$ cat config.mk
export PLATFORM = sky130hd
export DESIGN_NAME = p405s_icu_dataarray_arb
export DESIGN_NICKNAME = d
export VERILOG_FILES = /design/src/rtl/p405s_icu_dataarray_arb.sv
export SDC_FILE = /design/constraint.sdc
export NUM_CORES = 1
export LEC_CHECK = 0
export BUFFER_PORTS_ARGS = -buffer_cell sky130_fd_sc_hd__buf_2
export CORE_AREA = 8 8 218 220
export DETAILED_ROUTE_END_ITERATION = 12
export DIE_AREA = 0 0 226 228
export PLACE_DENSITY_LB_ADDON = 0.05
export SYNTH_ARGS = -nofsm -noshare
export SYNTH_HDL_FRONTEND = slang
export SYNTH_SLANG_ARGS = --single-unit
export TNS_END_PERCENT = 30
$ cat constraint.sdc
create_clock -name CB -period 8.98 [get_ports CB]
set_input_delay 1.347 -clock CB [delete_from_list [all_inputs] [get_ports CB]]
set_output_delay 1.347 -clock CB [all_outputs]
set_load 0.01 [all_outputs]
$ cat src/rtl/p405s_icu_dataarray_arb.sv
// ICU data array (way B) arbiter: fetch reads vs. posted line-fill writes.
// Fetch wins unless a buffered write hazards it or reads have starved writes.
module p405s_icu_dataarray_arb #(
  parameter int WBUF_DEPTH   = 2,
  parameter int STARVE_LIMIT = 4
) (
  input  logic         CB,
  input  logic         resetCore,
  input  logic         fetchReq,
  input  logic [9:0]   fetchIndex,
  output logic         fetchGnt,
  output logic         fetchDataVal,
  output logic [127:0] fetchData,
  input  logic         fillReq,
  input  logic [9:0]   fillIndex,
  input  logic [127:0] fillData,
  input  logic [15:0]  fillByteEn,
  output logic         fillAck,
  output logic         wbufEmpty,
  input  logic         bistMode,
  output logic         cycleDataRamB,
  output logic         readWrB,
  output logic [9:0]   dataIndexB,
  output logic [15:0]  byteWrite,
  output logic [127:0] dataIn,
  input  logic [127:0] ramDataOut
);

  localparam int PW = $clog2(WBUF_DEPTH);
  localparam int CW = PW + 1;
  localparam int SW = $clog2(STARVE_LIMIT + 1);

  typedef enum logic [1:0] {
    RUN     = 2'd0,
    BIST    = 2'd1,
    RECOVER = 2'd2
  } mode_e;

  mode_e r_mode;
  mode_e w_modeNxt;

  logic [9:0]            r_qIdx  [WBUF_DEPTH];
  logic [127:0]          r_qData [WBUF_DEPTH];
  logic [15:0]           r_qBe   [WBUF_DEPTH];
  logic [WBUF_DEPTH-1:0] r_qVld;
  logic [PW-1:0]         r_wp;
  logic [PW-1:0]         r_rp;
  logic [CW-1:0]         r_cnt;
  logic [SW-1:0]         r_starve;

  logic         r_cyc;
  logic         r_rw;
  logic [9:0]   r_aIdx;
  logic [15:0]  r_bw;
  logic [127:0] r_din;
  logic         r_dv;

  logic w_run;
  logic w_empty;
  logic w_full;
  logic w_hit;
  logic w_hazard;
  logic w_starved;
  logic w_writeSel;
  logic w_readSel;
  logic w_push;

  assign w_run     = (r_mode == RUN);
  assign w_empty   = (r_cnt == '0);
  assign w_full    = (r_cnt == CW'(WBUF_DEPTH));
  assign w_starved = (r_starve == SW'(STARVE_LIMIT));

  // Array word address is index[9:1]; index[0] never aliases a new row.
  always_comb begin
    w_hit = 1'b0;
    for (int i = 0; i < WBUF_DEPTH; i++) begin
      if (r_qVld[i] && (r_qIdx[i][9:1] == fetchIndex[9:1])) begin
        w_hit = 1'b1;
      end
    end
  end

  assign w_hazard   = fetchReq & w_hit;
  assign w_writeSel = w_run & ~w_empty &
                      (~fetchReq | w_hazard | w_starved);
  assign w_readSel  = w_run & fetchReq & ~w_writeSel;
  assign w_push     = w_run & fillReq & ~w_full;

  assign fetchGnt      = w_readSel;
  assign fillAck       = w_push;
  assign wbufEmpty     = w_empty;
  assign fetchData     = ramDataOut;
  assign fetchDataVal  = r_dv;
  assign cycleDataRamB = r_cyc;
  assign readWrB       = r_rw;
  assign dataIndexB    = r_aIdx;
  assign byteWrite     = r_bw;
  assign dataIn        = r_din;

  always_comb begin
    w_modeNxt = r_mode;
    unique case (r_mode)
      RUN:     if (bistMode)  w_modeNxt = BIST;
      BIST:    if (!bistMode) w_modeNxt = RECOVER;
      RECOVER: w_modeNxt = RUN;
      default: w_modeNxt = RUN;
    endcase
  end

  always_ff @(posedge CB) begin
    if (w_push) begin
      r_qIdx[r_wp]  <= fillIndex;
      r_qData[r_wp] <= fillData;
      r_qBe[r_wp]   <= fillByteEn;
    end
  end

  always_ff @(posedge CB or posedge resetCore) begin
    if (resetCore) begin
      r_mode   <= RUN;
      r_qVld   <= '0;
      r_wp     <= '0;
      r_rp     <= '0;
      r_cnt    <= '0;
      r_starve <= '0;
    end else begin
      r_mode <= w_modeNxt;
      if (w_push) begin
        r_qVld[r_wp] <= 1'b1;
        r_wp         <= r_wp + PW'(1);
      end
      if (w_writeSel) begin
        r_qVld[r_rp] <= 1'b0;
        r_rp         <= r_rp + PW'(1);
      end
      r_cnt <= r_cnt + CW'(w_push) - CW'(w_writeSel);
      if (w_run) begin
        if (w_writeSel || w_empty) begin
          r_starve <= '0;
        end else if (w_readSel && !w_starved) begin
          r_starve <= r_starve + SW'(1);
        end
      end
    end
  end

  always_ff @(posedge CB or posedge resetCore) begin
    if (resetCore) begin
      r_cyc  <= 1'b0;
      r_rw   <= 1'b1;
      r_aIdx <= '0;
      r_bw   <= '0;
      r_din  <= '0;
      r_dv   <= 1'b0;
    end else begin
      r_dv  <= r_cyc & r_rw;
      r_cyc <= w_readSel | w_writeSel;
      r_rw  <= ~w_writeSel;
      if (w_writeSel) begin
        r_aIdx <= r_qIdx[r_rp];
        r_bw   <= r_qBe[r_rp];
        r_din  <= r_qData[r_rp];
      end else if (w_readSel) begin
        r_aIdx <= fetchIndex;
        r_bw   <= '0;
        r_din  <= '0;
      end else begin
        r_aIdx <= '0;
        r_bw   <= '0;
        r_din  <= '0;
      end
    end
  end

endmodule

# Yosys cells after proc, flatten, opt, wreduce, memory -nomap -nowiden
# Memories as Yosys holds them, arrays and structs flattened.
# Index checks and enable logic that the tools add are counted.
[totals]
output_inout_bits = 288
ff_bits = 168
in_bits = 297
ramBits = 308
elab_cells = 80
memories = 3
[classes]
n_bitwise = 18
mux = 19
reduce_logical = 12
add_sub_neg = 5
eq_ne = 7
order_cmp = 4
[mem_list]
columns = ["memory", "words", "word_bits", "read_ports", "rd_ports_with_merged_regs", "wr", "line_no", "rtl"]
rows = [
  ["r_qData", 2, 128, 1, 0, 1, "43", "logic [127:0] r_qData [WBUF_DEPTH];"],
  ["r_qBe", 2, 16, 1, 0, 1, "44", "logic [15:0] r_qBe [WBUF_DEPTH];"],
  ["r_qIdx", 2, 10, 3, 0, 1, "42", "logic [9:0] r_qIdx [WBUF_DEPTH];"],
]
[ops]
columns = ["op", "n"]
rows = [
  ["$mux W128", 1],
  ["$mux W10", 2],
  ["$eq A9 B9 Y1", 2],
  ["$mux W16", 1],
  ["$and A1 B1 Y1", 8],
  ["$mux W2", 4],
  ["$mux W1", 6],
  ["$mux W3", 2],
  ["$logic_and A1 B1 Y1", 5],
  ["$logic_not A2 Y1", 2],
  ["$lt A1 B2 Y1 const B", 2],
  ["$ne A2 B2 Y1 const B", 2],
  ["$not A1 Y1", 4],
  ["$pmux W2 S2", 1],
  ["$reduce_and A2 Y1", 2],
  ["$add A3 B1 Y3 const B", 1],
  ["$eq A3 B3 Y1 const B", 1],
  ["$or A1 B1 Y1", 3],
  ["$add A1 B1 Y1 const B", 2],
  ["$add A2 B1 Y2", 1],
  ["$and A2 B2 Y2", 1],
  ["$demux W1 S1", 2],
  ["$eq A2 B1 Y1 const B", 1],
  ["$eq A2 B2 Y1 const B", 1],
  ["7 further kinds", 8],
]

# Longest topological paths before layout
[depth]
word_depth = 13
depth_mapped = 15
mapped_depth_nobuf = 13

# Least setup slack after synthesis
# No wires, ideal clock.
[synth_path]
path_kind = "input port to flip-flop"
start = "input port fillReq"
end = "register r_qVld[0]"
path_buffers = 0
setup_time_ps = 94
arrival_time_ps = 9317
cell_stages = 4
setup_slack_ps = -431
t_required_ps = 8886
path_cell_list = "nand2_1 > a21oi_1 > nor2b_1 > o22a_1"
[synth_between]
elab_chain_cells = 5
[synth_lines]
columns = ["item", "line_no", "rtl"]
rows = [
  ["from (decl)", "14", "input logic fillReq,"],
  ["$and A1 B1 Y1 (*) (2 in a row)", "87", "assign w_push = w_run & fillReq & ~w_full;"],
  ["via fillAck", "18", "output logic fillAck,"],
  ["$mux W2 (*)", "128", "if (w_push) begin"],
  ["$and A2 B2 Y2 (no source line)", "--", ""],
  ["$mux W2 (*)", "132", "if (w_writeSel) begin"],
  ["to (signal assigned)", "121", "r_qVld <= '0;"],
  ["to (signal, indexed assignment)", "129", "r_qVld[r_wp] <= 1'b1;"],
  ["to (signal, indexed assignment)", "133", "r_qVld[r_rp] <= 1'b0;"],
  ["to (decl)", "45", "logic [WBUF_DEPTH-1:0] r_qVld;"],
]
# The timed path passes the listed nets; every way through them passes the cells marked *.
# A chain may end at the register's enable or synchronous reset.

# Worst setup path after layout
[layout_path]
start = "input port fetchIndex[1]"
end = "output port fetchGnt"
[layout_between]
elab_chain_cells = 10
[layout_lines]
columns = ["item", "line_no", "rtl"]
rows = [
  ["from (decl)", "10", "input logic [9:0] fetchIndex,"],
  ["$eq A9 B9 Y1", "77", "if (r_qVld[i] && (r_qIdx[i][9:1] == fetchIndex[9:1])) begin"],
  ["$logic_and A1 B1 Y1", "77", ""],
  ["$mux W1", "77", ""],
  ["$mux W1 (*)", "77", ""],
  ["$and A1 B1 Y1 (*)", "83", "assign w_hazard = fetchReq & w_hit;"],
  ["$or A1 B1 Y1 (*) (2 in a row)", "85", "(~fetchReq | w_hazard | w_starved);"],
  ["$and A1 B1 Y1 (*)", "84", "assign w_writeSel = w_run & ~w_empty &"],
  ["$not A1 Y1 (*)", "86", "assign w_readSel = w_run & fetchReq & ~w_writeSel;"],
  ["$and A1 B1 Y1 (*)", "86", ""],
  ["to (decl)", "11", "output logic fetchGnt,"],
]
# Every way passes the cells marked *; elsewhere a longest branch is shown, timed or not.

==> results.sh <==
export IMPL_use_met1=0.1854
export IMPL_clock_latency_ns=0.57
export IMPL_numCtsBuffers=52
export IMPL_final_area_sq_um=20430
export IMPL_yosysTopAreaCell="edfxtp_1"
export IMPL_vias=8881
export IMPL_synthMuxAreaShare=0.09465
export IMPL_row_count=77
export IMPL_max_freq_ghz=0.2193
export IMPL_grt_use_total=0.1890
export IMPL_synthTopCellsByArea="edfxtp_1 (53%), dfrtp_1 (24%), mux2i_1 (9.4%)"
export IMPL_syn_mean_instance_area_sq_um=16.92
export IMPL_antenna_found_initial=15
export IMPL_drc=0
export IMPL_outcome="finished, final reports clean"
export IMPL_synth_seq_cells=476
export IMPL_slew_headroom=0.3032
export IMPL_ys_types=38
export IMPL_top_usage_layer="met2"
export IMPL_synth_xor_area_frac=0.01053
export IMPL_postSynthCellCount=1032
export IMPL_fin_nets=1557
export IMPL_finalPower_mw=6.110
export IMPL_path_class="input port to output pin"
export IMPL_io_pins=585
export IMPL_ys_warn_count=0
export IMPL_power_leakage_nw=8.891
export IMPL_drive_gt1_frac=0.3308
export IMPL_synth_top_family_by_area="multiplexers"
export IMPL_grtUsageMet3=0.1097
export IMPL_dieWidth_um=226
export IMPL_place_area_sq_um=18770
export IMPL_ir_drop_mv=0.2165
export IMPL_drt_iter0_drc=491
export IMPL_rsz0062_at_grt="no"
export IMPL_setup_viol=0
export IMPL_final_antenna_net_count=0
export IMPL_cts_resized=0
export IMPL_post_cts_buffers=0
export IMPL_synthesis_area_sq_um=17460
export IMPL_dr_pass1_iters=7
export IMPL_synth_main_ff_cell="edfxtp_1"
export IMPL_min_delay_path_depth=2
export IMPL_grt_max_degree=116
export IMPL_worst_path_max_fanout=24
export IMPL_via_per_inst=4.687
export IMPL_hold_viol_final=0
export IMPL_p_per_area_nw_per_um2=299.0
export IMPL_htreeDepth=2
export IMPL_gp_congestion=0.7784
export IMPL_setup_tns_ns=0
export IMPL_wire_per_inst_um=26.37
export IMPL_crit_path_start_kind="input port"
export IMPL_critPathArrivalTime_ns=3.21
export IMPL_setup_ws_ns=4.419
export IMPL_cp_required_ns=7.63
export IMPL_cts_root_buf="clkbuf_16"
export IMPL_post_route_min_period_ns=4.561
export IMPL_cap_violations=0
export IMPL_synthArstFlopShare=0.3529
export IMPL_max_clock_path_buffers=3
export IMPL_synth_edff_count=308
export IMPL_synth_fa_ha_area_frac=0.002150
export IMPL_synth_simple_area_share=0.04794
export IMPL_cts_sinks=476
export IMPL_start_util=0.3983
export IMPL_worst_pin_slew_ns=1.045
export IMPL_seq_area_frac_synth=0.7705
export IMPL_area_growth_pct=17.02
export IMPL_synth_nets=1332
export IMPL_cts_tree="yes"
export IMPL_reg2reg_depth=6
export IMPL_fin_skew_ns=0.01841
export IMPL_fp_dieH_um=228
export IMPL_use_met2=0.3320
export IMPL_synth_compound_area_frac=0.004944
export IMPL_hold_path_class="flop to flop"
export IMPL_clk_pin_slew_ns=0.06
export IMPL_synth_top_area_share=0.5297
export IMPL_core_area_sq_um=43840
export IMPL_wl_um=49980
export IMPL_die_area_sq_um=51530
export IMPL_numPortBuffers=328
export IMPL_place_ws_ns=4.386
export IMPL_ctsHoldBuffers=0
export IMPL_grt_pass1_vias=9443
export IMPL_dp_hpwl_um=34980
export IMPL_gr_total_overflow=0
export IMPL_drv_slew=0
export IMPL_critPathCaptureType="output pin"
export IMPL_grt_pass1_wl_um=69410
export IMPL_finalCritPeriodShare=0.5079
[layer usage]
metal,part of all wire,wire (um)
met5,0.0033,165
met4,0.023,1151
met3,0.13,6678
met2,0.51,25660
met1,0.33,16320
[worst paths after layout]
path,start,end,slack [ns]
max in group asynchronous,resetCore,r_rp$_DFFE_PP0P_,6.50
setup reg to reg,r_mode[1]$_DFFE_PP0P_,r_qData[0][12]$_DFFE_PP_,5.48
min in group asynchronous,resetCore,dataIn[50]$_DFF_PP0_,0.91
hold / removal,r_qBe[0][5]$_DFFE_PP_,byteWrite[5]$_DFF_PP0_,0.48
hold reg to reg,r_qBe[0][5]$_DFFE_PP_,byteWrite[5]$_DFF_PP0_,0.48
setup / recovery,fetchIndex[1],fetchGnt,4.42
[report_power, final]
| group | internal, mW | switching [mW] | leakage, nW |
|---|---|---|---|
| clock network | 1.22 | 0.825 | 0.815 |
| registers | 2.72 | 0.194 | 5.05 |
| logic | 0.472 | 0.682 | 3.03 |
[critical path, cell delays in order]
cell and delay (ns):
buf_2 0.13, xor2_1 0.28, nor3_1 0.11, a41oi_1 0.30, nor2b_4 0.69, and2_1 0.22, buf_2 0.13
[metrics by stage]
step	instances	hold WS, ns	util
global route	1892	0.5026	0.4660
floorplan	1032	0.4399	-
CTS	1892	0.4775	0.4660
detailed placement	1795	0.4660	0.4281
finish	1895	0.4763	0.4661
global placement	1795	0.4543	0.4281
[registers in the layout, indices dropped and copies added (netlist names), 2 cells and up]
signal,flops
r_qBe,32
byteWrite,16
dataIn,128
r_mode,2
r_qIdx,20
dataIndexB,10
r_starve,3
r_qData,256
r_cnt,2
r_qVld,2
[logic make-up (layout without fill, tap and decap cells)]
kind of cell,count (synthesis),in the layout
mux,165,165
other cells,0,3
flops,476,476
simple gates,184,184
fa+ha+maj,3,3
buf+inv,172,440
xor+xnor,21,21
compound gates,11,11
[synth_stat cells, drive strengths merged (3+ instances only)]
library cell,n
clkbuf,25
buf,141
nor2,150
mux2i,164
xnor2,13
inv,6
xor2,8
nand2,14
ha,3
nor2b,3
nor3,4
dfrtp,167
and2,4
edfxtp,308
[layout make-up]
| type | count | area, sq um |
|---|---|---|
| Antenna cell | 3 | 7.507 |
| Fill cell | 3901 | 23400 |
| Clock inverter | 10 | 87.58 |
| Tap cell | 592 | 740.7 |
| Timing Repair Buffer | 337 | 1722 |
| Inverter | 6 | 30.03 |
| Sequential cell | 476 | 13460 |
| Multi-Input combinational cell | 384 | 2815 |
| Clock buffer | 87 | 1573 |
[cells in the final DEF (no fill, tap or decap), types with 2 or more instances in the layout]
cell type / instances
clkbuf_16: 52
o22a_1: 2
dfrtp_1: 166
nor2_4: 10
xnor2_1: 13
buf_4: 8
xor2_1: 8
mux2i_1: 164
nor2b_4: 2
nor2_1: 140
buf_2: 328
clkinv_2: 5
nor3_1: 4
nand2_1: 14
clkbuf_8: 14
edfxtp_1: 308
and2_1: 3
nand3_1: 2
a22o_1: 2
clkbuf_1: 21
clkinv_1: 2
diode_2: 3
inv_1: 5
ha_1: 3
Note: power is estimated with default switching activity, not from simulation.
